===== src/rtl/level_pkg.sv =====
// -----------------------------------------------------------------------------
// level_pkg
// Shared definitions for the tank level alarm controller:
//   - state_t   : alarm FSM state codes (also exported on the debug state port)
//   - LEVEL_W   : width of level/threshold buses
//   - MAX_LEVEL : largest legal level sample in percent
//   - CNT_W     : width of the persistence counter (PERSIST up to 15)
//   - is_alarm(): true for the two latched alarm states
// -----------------------------------------------------------------------------
package level_pkg;

    localparam int LEVEL_W   = 8;
    localparam int MAX_LEVEL = 100;
    localparam int CNT_W     = 4;

    typedef enum logic [2:0] {
        ST_NORMAL     = 3'd0,
        ST_HIGH_PEND  = 3'd1,
        ST_HIGH_ALARM = 3'd2,
        ST_LOW_PEND   = 3'd3,
        ST_LOW_ALARM  = 3'd4
    } state_t;

    function automatic logic is_alarm(input state_t s);
        return (s == ST_HIGH_ALARM) || (s == ST_LOW_ALARM);
    endfunction

endpackage


===== src/rtl/blink_gen.sv =====
// -----------------------------------------------------------------------------
// blink_gen
// Free-running divider that toggles its output every DIV clock cycles.
// The counter runs 0..DIV-1 and wraps; the toggle happens on the wrap.
// Ports:
//   clk_100MHz : system clock
//   reset      : asynchronous, active-high reset (counter and output to 0)
//   blink      : square wave, half period = DIV cycles
// -----------------------------------------------------------------------------
module blink_gen #(
    parameter int DIV = 25_000_000
) (
    input  logic clk_100MHz,
    input  logic reset,
    output logic blink
);

    localparam int             CNT_W = (DIV > 1) ? $clog2(DIV) : 1;
    localparam logic [CNT_W-1:0] LAST  = CNT_W'(DIV - 1);

    logic [CNT_W-1:0] r_cnt;
    logic             r_blink;

    always_ff @(posedge clk_100MHz or posedge reset) begin
        if (reset) begin
            r_cnt   <= '0;
            r_blink <= 1'b0;
        end else if (r_cnt == LAST) begin
            r_cnt   <= '0;
            r_blink <= ~r_blink;
        end else begin
            r_cnt   <= r_cnt + 1'b1;
        end
    end

    assign blink = r_blink;

endmodule


===== src/rtl/level_alarm_controller.sv =====
// -----------------------------------------------------------------------------
// level_alarm_controller
// Watches level samples against programmed high/low thresholds, raises
// persistence-filtered alarms that clear with hysteresis, runs the fill pump
// (on at low alarm, off once the level reaches the high threshold) and drives
// an alarm LED that blinks until acknowledged.
// Ports:
//   clk_100MHz     : system clock
//   reset          : asynchronous, active-high reset
//   level          : level sample in percent (legal 0..100)
//   level_valid    : one-cycle strobe qualifying level
//   high_threshold : live high threshold, percent
//   low_threshold  : live low threshold, percent
//   ack_button     : one-cycle operator acknowledge
//   alarm_high     : in high alarm
//   alarm_low      : in low alarm
//   pump_on        : fill pump enable
//   alarm_led      : blinking (unacked) / steady (acked) while an alarm is up
//   sensor_fault   : last valid sample was above 100
//   state          : FSM state code for debug/display
// -----------------------------------------------------------------------------
module level_alarm_controller
    import level_pkg::*;
#(
    parameter int PERSIST   = 4,
    parameter int HYST      = 2,
    parameter int BLINK_DIV = 25_000_000
) (
    input  logic               clk_100MHz,
    input  logic               reset,
    input  logic [LEVEL_W-1:0] level,
    input  logic               level_valid,
    input  logic [LEVEL_W-1:0] high_threshold,
    input  logic [LEVEL_W-1:0] low_threshold,
    input  logic               ack_button,
    output logic               alarm_high,
    output logic               alarm_low,
    output logic               pump_on,
    output logic               alarm_led,
    output logic               sensor_fault,
    output logic [2:0]         state
);

    localparam logic [8:0]         HYST9       = 9'(HYST);
    localparam logic [CNT_W-1:0]   PERSIST_CNT = CNT_W'(PERSIST);
    localparam logic [LEVEL_W-1:0] MAX_LVL     = LEVEL_W'(MAX_LEVEL);

    state_t           r_state, w_state_next;
    logic [CNT_W-1:0] r_cnt, w_cnt_next, w_cnt_inc;
    logic             r_alarm_high, r_alarm_low;
    logic             r_pump, w_pump_next;
    logic             r_fault, w_fault_next;
    logic             r_ack, w_ack_next;
    logic             w_blink;

    // Comparisons are done one bit wider so level+HYST and low+HYST never wrap.
    logic [8:0] w_level9, w_high9, w_low9;
    logic       w_legal, w_hi, w_lo, w_hi_clr, w_lo_clr;
    logic       w_alarm_now, w_alarm_next, w_enter_high, w_enter_low;

    assign w_level9  = {1'b0, level};
    assign w_high9   = {1'b0, high_threshold};
    assign w_low9    = {1'b0, low_threshold};
    assign w_legal   = level_valid && (level <= MAX_LVL);
    assign w_hi      = w_level9 > w_high9;
    assign w_lo      = w_level9 < w_low9;
    assign w_hi_clr  = (w_level9 + HYST9) <= w_high9;
    assign w_lo_clr  = w_level9 >= (w_low9 + HYST9);
    assign w_cnt_inc = r_cnt + 1'b1;

    // Next-state logic. Only legal valid samples can move the FSM; an
    // out-of-range sample leaves both state and persistence count untouched.
    always_comb begin
        w_state_next = r_state;
        w_cnt_next   = r_cnt;
        if (w_legal) begin
            unique case (r_state)
                ST_NORMAL: begin
                    // hi is tested first so inverted thresholds favour high.
                    if (w_hi) begin
                        if (PERSIST_CNT == CNT_W'(1)) begin
                            w_state_next = ST_HIGH_ALARM;
                            w_cnt_next   = '0;
                        end else begin
                            w_state_next = ST_HIGH_PEND;
                            w_cnt_next   = CNT_W'(1);
                        end
                    end else if (w_lo) begin
                        if (PERSIST_CNT == CNT_W'(1)) begin
                            w_state_next = ST_LOW_ALARM;
                            w_cnt_next   = '0;
                        end else begin
                            w_state_next = ST_LOW_PEND;
                            w_cnt_next   = CNT_W'(1);
                        end
                    end
                end
                ST_HIGH_PEND: begin
                    if (!w_hi) begin
                        w_state_next = ST_NORMAL;
                        w_cnt_next   = '0;
                    end else if (w_cnt_inc == PERSIST_CNT) begin
                        w_state_next = ST_HIGH_ALARM;
                        w_cnt_next   = '0;
                    end else begin
                        w_cnt_next   = w_cnt_inc;
                    end
                end
                ST_LOW_PEND: begin
                    if (!w_lo) begin
                        w_state_next = ST_NORMAL;
                        w_cnt_next   = '0;
                    end else if (w_cnt_inc == PERSIST_CNT) begin
                        w_state_next = ST_LOW_ALARM;
                        w_cnt_next   = '0;
                    end else begin
                        w_cnt_next   = w_cnt_inc;
                    end
                end
                ST_HIGH_ALARM: begin
                    if (w_hi_clr) begin
                        w_state_next = ST_NORMAL;
                        w_cnt_next   = '0;
                    end
                end
                ST_LOW_ALARM: begin
                    if (w_lo_clr) begin
                        w_state_next = ST_NORMAL;
                        w_cnt_next   = '0;
                    end
                end
                default: begin
                    w_state_next = ST_NORMAL;
                    w_cnt_next   = '0;
                end
            endcase
        end
    end

    assign w_alarm_now  = is_alarm(r_state);
    assign w_alarm_next = is_alarm(w_state_next);
    assign w_enter_high = (w_state_next == ST_HIGH_ALARM) && (r_state != ST_HIGH_ALARM);
    assign w_enter_low  = (w_state_next == ST_LOW_ALARM)  && (r_state != ST_LOW_ALARM);

    // Pump, fault and acknowledge next values.
    always_comb begin
        w_pump_next  = r_pump;
        w_fault_next = r_fault;
        w_ack_next   = r_ack;

        // Entering low alarm wins over the fill-complete clear; with inverted
        // thresholds the two can coincide and starting the fill is the safe side.
        if (w_enter_low) begin
            w_pump_next = 1'b1;
        end else if (w_enter_high || (w_legal && (level >= high_threshold))) begin
            w_pump_next = 1'b0;
        end

        if (level_valid) begin
            w_fault_next = (level > MAX_LVL);
        end

        // Transition is resolved before the button: an ack arriving on the
        // same cycle an alarm starts or ends is dropped.
        if (w_alarm_now != w_alarm_next) begin
            w_ack_next = 1'b0;
        end else if (ack_button && w_alarm_now) begin
            w_ack_next = 1'b1;
        end
    end

    always_ff @(posedge clk_100MHz or posedge reset) begin
        if (reset) begin
            r_state      <= ST_NORMAL;
            r_cnt        <= '0;
            r_alarm_high <= 1'b0;
            r_alarm_low  <= 1'b0;
            r_pump       <= 1'b0;
            r_fault      <= 1'b0;
            r_ack        <= 1'b0;
        end else begin
            r_state      <= w_state_next;
            r_cnt        <= w_cnt_next;
            r_alarm_high <= (w_state_next == ST_HIGH_ALARM);
            r_alarm_low  <= (w_state_next == ST_LOW_ALARM);
            r_pump       <= w_pump_next;
            r_fault      <= w_fault_next;
            r_ack        <= w_ack_next;
        end
    end

    blink_gen #(
        .DIV(BLINK_DIV)
    ) u_blink_gen (
        .clk_100MHz(clk_100MHz),
        .reset     (reset),
        .blink     (w_blink)
    );

    assign alarm_high   = r_alarm_high;
    assign alarm_low    = r_alarm_low;
    assign pump_on      = r_pump;
    assign sensor_fault = r_fault;
    assign state        = r_state;
    assign alarm_led    = (r_alarm_high | r_alarm_low) & (r_ack | w_blink);

endmodule


===== config.mk =====
export PLATFORM = sky130hd
export DESIGN_NAME = level_alarm_controller
export DESIGN_NICKNAME = d
export VERILOG_FILES = /design/src/rtl/level_pkg.sv /design/src/rtl/blink_gen.sv /design/src/rtl/level_alarm_controller.sv
export SDC_FILE = /design/constraint.sdc
export NUM_CORES = 1
export LEC_CHECK = 0
export ABC_CLOCK_PERIOD_IN_PS = 2000
export BUFFER_PORTS_ARGS = -buffer_cell sky130_fd_sc_hd__buf_2
export CORE_ASPECT_RATIO = 0.7
export CORE_MARGIN = 4
export CORE_UTILIZATION = 35
export CTS_CLUSTER_DIAMETER = 200
export DETAILED_ROUTE_END_ITERATION = 12
export GPL_TIMING_DRIVEN = 0
export PLACE_DENSITY_LB_ADDON = 0.12
export SLEW_MARGIN = 30
export SYNTH_ARGS = -nofsm -noshare
export SYNTH_HDL_FRONTEND = slang
export SYNTH_SLANG_ARGS = --single-unit

===== constraint.sdc =====
create_clock -name clk_100MHz -period 2 [get_ports clk_100MHz]
set_input_delay 0.1 -clock clk_100MHz [delete_from_list [all_inputs] [get_ports clk_100MHz]]
set_output_delay 0.1 -clock clk_100MHz [all_outputs]
set_load 0.05 [all_outputs]

# Word level (Yosys, flattened, before mapping)
# Index checks and enable logic that the tools add are counted.
# totals
regBits	38
input_bits	28
wordCells	73
out_inout_bits	8
# op_classes
bitwise	4
n_lt_le_gt_ge	7
eq_ne	14
add_sub_neg	4
n_reduce_logical	12
mux	23
# op_table
operator	n
$mux W4	7
$mux W3	9
$add A25 B1 Y25 const B	1
$eq A25 B25 Y1 const B	1
$mux W25	1
$pmux W4 S5	1
$add A8 B2 Y9 const B	2
$pmux W3 S5	1
$eq A3 B2 Y1 const B	3
$ge A8 B9 Y1	1
$le A9 B8 Y1	1
$ge A8 B8 Y1	1
$gt A8 B7 Y1 const B	1
$gt A8 B8 Y1	1
$le A8 B7 Y1 const B	1
$lt A8 B8 Y1	1
$eq A3 B3 Y1 const B	2
$ne A3 B3 Y1 const B	2
$logic_and A1 B1 Y1	5
$add A4 B1 Y4 const B	1
$eq A4 B3 Y1 const B	1
$mux W1	4
$ne A2 B2 Y1 const B	2
$reduce_and A4 Y1	1
9 further kinds	13

# Depth between registers and ports, before layout
# Gate-level depths: netlist of run 1.
# logic_depth
word_depth	11
ltp_mapped	13
ltp_nobuf	13

# By module
# Synthesis of run 1 repeated with hierarchy kept, for this count alone.
# hier_totals
hier_cells	329
area_unflattened_um2	3010.4
# by_module_without_submodules
mod	area_per_inst_um2	cells_each	n_inst	seq_area_each_um2
level_alarm_controller	1696.6	201	1	300.3
blink_gen	1313.8	128	1	650.6

# Least setup slack after synthesis of run 1
# Ideal clock, no wire load.
# synth_timing
path_type	reg2reg
start	register r_state[1], in the netlist state[1]
end	register r_ack
path_stages_with_launch	10
setup_time_ps	128
path_buffers	1
synth_period_minus_slack_ps	2376
arrival_ps	2248
slack_ps	-376
path_cell_list	dfrtp_1 clkbuf_1 nand4bb_1 a211oi_1 and4b_1 nor2_1 o221a_2 a21oi_1 nor3_1 nand3b_1
# synth_between
elab_chain_cells	8
# synth_rtl
element	line	text
start, declared	level_alarm_controller.sv:48	state_t r_state, w_state_next;
start signal, assigned	level_alarm_controller.sv:182	r_state <= w_state_next;
$mux W3, on equally long branches	level_alarm_controller.sv:113, level_alarm_controller.sv:88, level_alarm_controller.sv:102	
$mux W3, on equally long branches	level_alarm_controller.sv:110, level_alarm_controller.sv:80, level_alarm_controller.sv:99	
$pmux W3 S5	level_alarm_controller.sv:77	unique case (r_state)
$mux W3	level_alarm_controller.sv:76	if (w_legal) begin
$eq A3 B2 Y1 / $eq A3 B3 Y1 (equally long branches)	level_pkg.sv:25	return (s == ST_HIGH_ALARM) || (s == ST_LOW_ALARM);
$logic_or A1 B1 Y1	level_pkg.sv:25	
$ne A1 B1 Y1	level_alarm_controller.sv:165	if (w_alarm_now != w_alarm_next) begin
$mux W1 / $reduce_bool A2 Y1 (equally long branches)	-	
end signal, assigned	level_alarm_controller.sv:188	r_ack <= w_ack_next;
end, declared	level_alarm_controller.sv:53	logic r_ack, w_ack_next;
# Parallel ways exist; a longest one is shown, timed or not.
# A chain may end at the register's enable or synchronous reset.

# Worst setup path after layout of run 1
# layout_timing
start	register r_cnt[0]
end	register r_ack
# layout_between
elab_chain_cells	10
# layout_rtl
element	line	text
start, declared	level_alarm_controller.sv:49	logic [CNT_W-1:0] r_cnt, w_cnt_next, w_cnt_inc;
start signal, assigned	level_alarm_controller.sv:183	r_cnt <= w_cnt_next;
$add A4 B1 Y4 (*)	level_alarm_controller.sv:69	assign w_cnt_inc = r_cnt + 1'b1;
$eq A4 B3 Y1 (*)	level_alarm_controller.sv:102, level_alarm_controller.sv:113	
$mux W3, on equally long branches	level_alarm_controller.sv:113, level_alarm_controller.sv:102	
$mux W3, on equally long branches	level_alarm_controller.sv:110, level_alarm_controller.sv:99	
$pmux W3 S5 (*)	level_alarm_controller.sv:77	
$mux W3 (*)	level_alarm_controller.sv:76	
net w_state_next[2]	level_alarm_controller.sv:48	
$eq A3 B2 Y1 / $eq A3 B3 Y1 (equally long branches)	level_pkg.sv:25	
$logic_or A1 B1 Y1 (*)	level_pkg.sv:25	
$ne A1 B1 Y1 (*)	level_alarm_controller.sv:165	
$mux W1 / $reduce_bool A2 Y1 (equally long branches)	-	
# The timed path passes the listed nets; every way through them passes the cells marked *.

==> out/metrics.cfg, run 1 <==
[worst_setup_path]
path_depth = 8
path_buf_inv = 0
cp.arrival_ns = 2.56
crit_required_ns = 2.16
path_cells = ha_2 -> or4bb_4 -> a2111oi_4 -> o21ai_2 -> o211ai_1 -> and3_4 -> nor3_2 -> nand3b_1
worstSetupPathType = flip-flop to flip-flop
critical_path.top_delay_family = simple AND/OR/NAND/NOR gates
cp-start-kind = flip-flop
cp-end-kind = flip-flop
reg2regPathDepth = 8
path_max_fanout = 6
cpPeakStageDelay_ns = 0.49
slowest_stage = or4bb_4

[global_route]
grt_pass1_wl_um = 12000
grt_pass1_vias = 2397
antenna_found_initial = 0
grt_max_degree = 27
overflow = 0
grt_usage_pct = 15.2

[cells_and_area]
diodes = 0
layout-drive-gt1-share_pct = 35.1
finalNonFillerCells = 500
fin_nets = 461
layout.cells.most_common = dfrtp_1
final_cell_mix = dfrtp_1 (33), buf_2 (32), ha_1 (29)
syn2layout_area_growth_pct = 40.5
nFillCells = 766

[logic_synthesis]
synth_area_sq_um = 2880
synth_nets = 384
synth-seq-cells = 38
ys_async_sr_fraction_pct = 100
synth_top_area_cell = dfrtp_1
yosys-top-cells-area = dfrtp_1 (33%), ha_1 (15%), xor2_1 (5.5%)
synthFlopType = dfrtp_1
synth-edff-count = 0
avgSynthCellArea_sq_um = 8.98
synthCells = 321
synth_cell_types = 57
synth_top_area_share_pct = 33.0
ys_warn_count = 0
synth-seq-area-share_pct = 33.0

[sta]
final_hold_viol_count = 0
layout_min_cycle_time_ns = 2.40
setup_slack_ns = -0.397
fmax_ghz = 0.417
relSlewSlack_pct = 63.3
post-route-period-util_pct = 120
slew_violations = 0
final.setup_skew_ns = 0.00503
worstMarginPinSlew_ns = 0.547
setup_viol = 27
totalNegativeSetupSlack_ns = -6.76
rsz0062_at_grt = yes

[drt]
final_antenna_net_count = 0
drt_iter0_markers = 92
totalWireLength_um = 7240
remaining_drc_errors = 0
routed_via_density = 5.08
firstDrtPassIters = 4
routed-via-count = 2539
wire_per_inst_um = 14.5

[clocking]
htreeDepth = 2
clkSlewWorstSetupHoldPaths_ns = 0.06
insertion_delay_ns = 0.28
clock_sinks = 38
numCtsBuffers = 5
clockBufferDepth = 2
cts_tree = done
cts_root_buf = clkbuf_16

[power]
ir_worst_vdd_mv = 0.613
total_leakage_power_nw = 1.89
p_per_area_nw_per_um2 = 697

[run_status]
failed_checks = negative setup slack
status = complete, but fails checks

[min_path]
hold_depth = 3
hold_path.class = input pin to flip-flop

[floorplanning]
ios = 36
initial_utilization_pct = 36.3
row_count = 27
die-area_sq_um = 9780
die_w_um = 116
die_y_um = 83.9
core_area_sq_um = 7940

[placement]
gp_congestion = 0.806
io_buffers = 35
dp_slack_ns = -0.825
dp_cells = 458
dp_hpwl_um = 5250

[run]
cap_viol_max_count = 0

Yosys cell counts (all sizes together) (5+ instances only):
master  number
nor3         6
ha          35
xnor2       16
nand3       16
xor2        18
nand4        5
inv         23
nor2b        7
nand2       21
a21oi        8
dfrtp       38
o21ai       12
nor2        34
and3         9
a21o         6
cells by family after synthesis:
family,count (synthesis),synth area share [%]
AND/OR/NAND/NOR,124,22.7
AO/OA/AOI/OAI,58,14.1
flip-flops,38,33.0
adder cells (fa/ha/maj),35,15.2
XOR/XNOR,34,10.3
buffers and inverters,30,3.99
multiplexers,2,0.738
metrics by stage:
step                      util, %  instance area (sq um)  hold slack, ns  power, W
final                        51.0                   4050          0.0714   0.00282
after global routing         51.0                   4050          0.0888   0.00298
after global placement       41.8                   3320           0.356   0.00181
after detailed placement     42.0                   3340          0.0735   0.00183
after floorplan                 -                   3020           0.230   0.00159
after CTS                    49.3                   3920          0.0630   0.00280
metal layers:
layer	up-vias	share of wire (%)	track usage, %
met5	-	0	0
met3	5	3.3	2.17
met1	1195	56	24.6
met4	0	0.70	3.79
li1	1305	-	-
met2	34	40	20.7
where the power goes:
part	internal (W)	switching, W
combinational	0.000422	0.000617
clock	0.000589	0.000298
sequential	0.000840	0.0000569
worst min-delay path, stage by stage:
cell	delay, ns
buf_2	0.10
nor2_1	0.04
nor2_1	0.07
registers in the layout, indices dropped and copies added, names as in the netlist:
signal             flops
alarm_high             1
r_ack                  1
u_blink_gen.r_cnt     25
pump_on                1
state                  3
r_cnt                  4
sensor_fault           1
alarm_low              1
u_blink_gen.blink      1
path summary, 6_finish.rpt:
path	slack (ns)	end	from
min in group asynchronous	0.31	u_blink_gen.r_cnt[4]$_DFF_PP0_	reset
max in group asynchronous	1.24	r_cnt[1]$_DFFE_PP0P_	reset
worst min-delay path	0.07	sensor_fault$_DFFE_PP0P_	level_valid
worst min register to register	0.47	u_blink_gen.blink$_DFFE_PP0N_	u_blink_gen.blink$_DFFE_PP0N_
worst max register to register	-0.40	r_ack$_DFFE_PP0P_	r_cnt[0]$_DFFE_PP0P_
worst max-delay path	-0.40	r_ack$_DFFE_PP0P_	r_cnt[0]$_DFFE_PP0P_
layout make-up:
type	instances	area, sq um	share of cell area [%]
multi-input combinational	253	2090	51.7
sequential	38	957	23.6
timing repair buffer	71	571	14.1
clock buffer	7	133	3.27
tap	101	126	3.12
inverter	23	86.3	2.13
buffer	6	53.8	1.33
clock inverter	1	30.0	0.741
what timing repair did:
item | 4_1_cts | 5_1_grt
gates resized for setup | 53 | 20
pin swaps | 19 | 8
hold buffers | 1 | 0
buffers inserted | 23 | 10
endpoints found under the hold margin | 12 | 0
gates cloned | 1 | 0
setup endpoints to repair | 28 | 30
No activity file was read; power rests on OpenSTA's default activity.
==> run 2: changes to the inputs <==
- PLACE_DENSITY: unset -> 0.65
- PLACE_DENSITY_LB_ADDON: 0.12 -> unset
==> out/metrics.cfg, run 2 (synthesized netlist as in run 1, its figures left out) <==
[power]
total_leakage_power_nw = 1.82  ; -3.4%
ir_worst_vdd_mv = 0.695  ; +14%
total_power_w = 0.00266  ; -5.7%
p_per_area_nw_per_um2 = 666  ; -4.3%

[sta]
whs_ns = 0.0886  ; +0.0172 ns
setup_viol = 25  ; -7.4%
final_hold_viol_count = 0  ; unchanged
setup_slack_ns = -0.361  ; +0.0356 ns
post-route-period-util_pct = 118  ; -1.8 points
worstMarginPinSlew_ns = 0.537  ; -0.00967 ns
fmax_ghz = 0.423  ; +1.5%
final.setup_skew_ns = 0.00681  ; +0.00179 ns
relSlewSlack_pct = 63.9  ; +0.65 points
rsz0062_at_grt = yes
layout_min_cycle_time_ns = 2.36  ; -0.0356 ns
slew_violations = 0  ; unchanged

[clocking]
clockBufferDepth = 2  ; unchanged
numCtsBuffers = 5  ; unchanged
cts_tree = done
cts_root_buf = clkbuf_16
clkSlewWorstSetupHoldPaths_ns = 0.05  ; about the same
htreeDepth = 2  ; unchanged
insertion_delay_ns = 0.27  ; about the same
clock_sinks = 38  ; unchanged

[worst_setup_path]
cp.arrival_ns = 2.51  ; -0.05 ns
crit_required_ns = 2.15  ; about the same
r2r_end = r_ack$_DFFE_PP0P_
reg2regPathDepth = 8  ; unchanged
startpoint = r_cnt[0]$_DFFE_PP0P_
ff2ff_setup_slack_ns = -0.36  ; +0.04 ns
path_max_fanout = 4  ; -2
r2r_start = r_cnt[0]$_DFFE_PP0P_
cp-end-kind = flip-flop
cp-start-kind = flip-flop
worstSetupPathType = flip-flop to flip-flop

[global_route]
grt_max_degree = 26  ; -3.7%
grt_pass1_wl_um = 12000  ; +0.12%
overflow = 0  ; unchanged
grt_usage_pct = 14.8  ; -0.40 points
grt_pass1_vias = 2506  ; +4.5%
antenna_found_initial = 0  ; unchanged

[run]
cap_viol_max_count = 0  ; unchanged

[drt]
final_antenna_net_count = 0  ; unchanged
routed_via_density = 5.18  ; +2.0%
totalWireLength_um = 7020  ; -3.1%
routed-via-count = 2537  ; -0.079%
wire_per_inst_um = 14.3  ; -1.1%
remaining_drc_errors = 0  ; unchanged
firstDrtPassIters = 4  ; unchanged
drt_iter0_markers = 132  ; +43%

[min_path]
hold_path.class = input pin to flip-flop
holdCritStartpoint = level_valid
holdPathEnd = sensor_fault$_DFFE_PP0P_
hold_depth = 3  ; unchanged

[cells_and_area]
fin_nets = 452  ; -2.0%
finalNonFillerCells = 490  ; -2.0%
diodes = 0  ; unchanged
syn2layout_area_growth_pct = 38.5
largest_reg_flops = 25  ; unchanged
top_register = u_blink_gen.r_cnt
layout-drive-gt1-share_pct = 35.5  ; +0.39 points
layout.cells.most_common = dfrtp_1
nFillCells = 699  ; -8.7%
final_cell_mix = dfrtp_1 (32), buf_2 (31), ha_1 (27)

[floorplanning]
core_area_sq_um = 7940  ; unchanged
initial_utilization_pct = 36.3  ; unchanged
ios = 36  ; unchanged
die_y_um = 83.9  ; unchanged
die_w_um = 116  ; unchanged
row_count = 27  ; unchanged
die-area_sq_um = 9780  ; unchanged

[placement]
gp_congestion = 0.785  ; -2.7%
dp_cells = 458  ; unchanged
io_buffers = 35  ; unchanged
dp_hpwl_um = 5100  ; -2.8%

[run_status]
failed_checks = negative setup slack
status = complete, but fails checks

run 2: what timing repair did:
| action | 4_1_cts | 5_1_grt |
|---|---|---|
| cloned | 1 | 0 |
| hold buffers | 1 | 0 |
| pin swaps | 19 | 13 |
| endpoints found under the hold margin | 13 | 0 |
| buffers inserted | 20 | 6 |
| endpoints found under the setup margin | 28 | 30 |
| resized for setup | 49 | 35 |
run 2: cell type report:
class / count / area, sq um / area share (%)
Sequential cell: 38 / 958 / 24.0
Inverter: 23 / 86.3 / 2.16
Buffer: 5 / 38.8 / 0.971
Clock inverter: 2 / 10.0 / 0.251
Clock buffer: 5 / 125 / 3.13
Timing Repair Buffer: 63 / 494 / 12.4
Multi-Input combinational cell: 253 / 2150 / 53.9
Tap cell: 101 / 126 / 3.17
run 2: metrics by stage:
stage / instance area (sq um) / setup slack, ns / util [%] / TNS, ns
5_1_grt: 3990 / -0.462 / 50.3 / -8.34
2_1_floorplan: 3020 / -0.229 / - / -1.64
3_5_place_dp: 3340 / -0.737 / 42.0 / -11.30
6_report: 3990 / -0.361 / 50.3 / -5.67
4_1_cts: 3860 / -0.393 / 48.6 / -6.37
3_3_place_gp: 3320 / -0.697 / 41.8 / -10.40
run 2: power breakdown:
group | leakage [nW] | internal, W | switching, W
clock network | 0.0694 | 0.000449 | 0.000283
registers | 0.495 | 0.000840 | 0.0000516
logic | 1.26 | 0.000425 | 0.000612
total | 1.82 | 0.00171 | 0.000946
run 2: layer usage:
metal / wire (um) / global-route usage [%]
met1: 3520 / 22.3
met2: 3090 / 21.9
met3: 344 / 2.97
met4: 61 / 2.85
met5: 0 / 0
run 2: worst max-delay path: stages (launching register included):
cell	delay (ns)
dfrtp_2	0.42
ha_4	0.16
or4bb_4	0.57
a2111oi_4	0.37
o21ai_2	0.12
o211ai_1	0.16
and3_4	0.25
nor3_1	0.05
nand3b_1	0.15
run 2: worst max-delay path by stage:
| stage | endpoint | cells after the start |
|---|---|---|
| after floorplan | r_ack$_DFFE_PP0P_ | 9 |
| after global placement | r_cnt[1]$_DFFE_PP0P_ | 12 |
| after detailed placement | r_cnt[3]$_DFFE_PP0P_ | 13 |
| after CTS | r_ack$_DFFE_PP0P_ | 8 |
| after global routing | r_ack$_DFFE_PP0P_ | 8 |
| final | r_ack$_DFFE_PP0P_ | 8 |
==> run 3: changes to the inputs <==
- CORE_UTILIZATION: 35 -> 53
- PLACE_DENSITY: 0.65 -> 0.87
==> out/metrics.cfg, run 3 (synthesized netlist as in run 1, its figures left out) <==
[cells_and_area]
final_cell_mix = dfrtp_1 (34), buf_2 (32), ha_1 (30)
top_register = u_blink_gen.r_cnt
diodes = 0  ; unchanged
nFillCells = 378  ; -46%
fin_area_sq_um = 3750  ; -6.0%
layout.cells.most_common = dfrtp_1
layout-drive-gt1-share_pct = 30.1  ; -5.3 points
largest_reg_flops = 25  ; unchanged
syn2layout_area_growth_pct = 30.2
fin_nets = 448  ; -0.88%

[worst_setup_path]
path_cells = ha_2 -> nand3b_1 -> or3_4 -> a2111oi_4 -> o21ai_1 -> o211ai_1 -> and3_4 -> nor3_2 -> nand3b_1
cpPeakStageDelay_ns = 0.42  ; -0.15 ns
critical_path.top_delay_family = simple AND/OR/NAND/NOR gates
worstSetupPathType = flip-flop to flip-flop
path_max_fanout = 4  ; unchanged
cp.arrival_ns = 2.65  ; +0.14 ns
cp-start-kind = flip-flop
crit_required_ns = 2.18  ; +0.03 ns
slowest_stage = dfrtp_1
path_buf_inv = 0  ; unchanged
cp-end-kind = flip-flop
crit_top_cell = nand3b_1

[global_route]
grt_pass1_wl_um = 12400  ; +3.9%
grt_usage_pct = 23.6  ; +8.8 points
antenna_found_initial = 0  ; unchanged
overflow = 0  ; unchanged
grt_pass1_vias = 2649  ; +5.7%
grt_max_degree = 24  ; -7.7%

[floorplanning]
initial_utilization_pct = 54.8  ; +19 points
die-area_sq_um = 6700  ; -31%
die_y_um = 69.7  ; -17%
core_area_sq_um = 5260  ; -34%
ios = 36  ; unchanged
die_w_um = 96.2  ; -17%
row_count = 22  ; -19%

[sta]
final_hold_viol_count = 0  ; unchanged
post-route-period-util_pct = 124  ; +5.5 points
worstMarginPinSlew_ns = 0.603  ; +0.0660 ns
fmax_ghz = 0.404  ; -4.5%
relSlewSlack_pct = 59.5  ; -4.4 points
setup_slack_ns = -0.472  ; -0.111 ns
layout_min_cycle_time_ns = 2.47  ; +0.111 ns
slew_violations = 0  ; unchanged
totalNegativeSetupSlack_ns = -5.31  ; +0.361 ns
setup_viol = 26  ; +4.0%
rsz0062_at_grt = yes
final.setup_skew_ns = 0.00312  ; -0.00369 ns

[power]
ir_worst_vdd_mv = 0.366  ; -47%
total_leakage_power_nw = 1.78  ; -2.4%
p_per_area_nw_per_um2 = 662  ; -0.63%

[run_status]
failed_checks = negative setup slack
status = complete, but fails checks

[drt]
remaining_drc_errors = 0  ; unchanged
firstDrtPassIters = 5  ; +1
routed-via-count = 2731  ; +7.6%
wire_per_inst_um = 16.7  ; +17%
routed_via_density = 5.98  ; +15%
totalWireLength_um = 7640  ; +8.9%
drt_iter0_markers = 244  ; +85%
final_antenna_net_count = 0  ; unchanged

[placement]
dp_slack_ns = -0.793  ; -0.0564 ns
gp_congestion = 0.897  ; +14%
placed_cell_area_sq_um = 3310  ; -0.86%
io_buffers = 35  ; unchanged
dp_hpwl_um = 5270  ; +3.2%

[clocking]
cts_tree = done
htreeDepth = 2  ; unchanged
clkSlewWorstSetupHoldPaths_ns = 0.07  ; +0.02 ns
clock_sinks = 38  ; unchanged
numCtsBuffers = 5  ; unchanged
cts_root_buf = clkbuf_8
clockBufferDepth = 2  ; unchanged
insertion_delay_ns = 0.29  ; +0.02 ns

[run]
cap_viol_max_count = 0  ; unchanged

[min_path]
hold_path.class = input pin to flip-flop

-- run 3: cell type report --
type	instances	area [sq um]	share of cell area, %
Multi-Input combinational cell	253	2040	54.4
Clock buffer	7	76.3	2.03
Sequential cell	38	956	25.5
Tap cell	72	90.1	2.40
Inverter	23	86.3	2.30
Timing Repair Buffer	58	462	12.3
Buffer	6	42.5	1.13
-- run 3: per-stage QoR --
stage	std cells	power (W)	utilization [%]	hold slack, ns
final	457	0.00249	71.4	0.0524
after global routing	457	0.00263	71.4	0.0884
after CTS	456	0.00242	70.6	0.0526
after detailed placement	429	0.00183	62.9	0.112
after global placement	428	0.00178	62.4	0.334
after floorplan	321	0.00159	-	0.230
-- run 3: path summary, 6_finish.rpt --
check	start	endpoint	slack (ns)	cells past startpoint
hold / removal	level_valid	sensor_fault$_DFFE_PP0P_	0.05	3
max in group asynchronous	reset	r_cnt[0]$_DFFE_PP0P_	1.21	4
setup / recovery	r_cnt[1]$_DFFE_PP0P_	r_ack$_DFFE_PP0P_	-0.47	9
min in group asynchronous	reset	u_blink_gen.blink$_DFFE_PP0N_	0.33	3
hold reg to reg	u_blink_gen.blink$_DFFE_PP0N_	u_blink_gen.blink$_DFFE_PP0N_	0.49	1
setup reg to reg	r_cnt[1]$_DFFE_PP0P_	r_ack$_DFFE_PP0P_	-0.47	9
-- run 3: tightest hold or removal path, cell delays in order --
cell and delay (ns):
buf_2 0.09, nor2_1 0.04, nor2_1 0.08
-- run 3: power by group --
group	internal (W)	leakage, nW	switching (W)
Clock	0.000240	0.0383	0.000262
Sequential	0.000839	0.498	0.0000479
Combinational	0.000454	1.24	0.000643
-- run 3: what timing repair did --
| action | CTS | global route |
|---|---|---|
| endpoints found under the hold margin | 15 | 0 |
| setup endpoints to repair | 28 | 30 |
| pin swaps | 19 | 6 |
| hold buffers | 1 | 0 |
| gates resized for setup | 44 | 13 |
| setup buffers | 18 | 3 |
| gates cloned | 1 | 0 |
-- run 3: layer usage --
layer,routed length (um),track usage [%]
met1,3380,33.0
met2,3510,35.2
met3,553,5.97
met4,194,8.20
met5,0,0
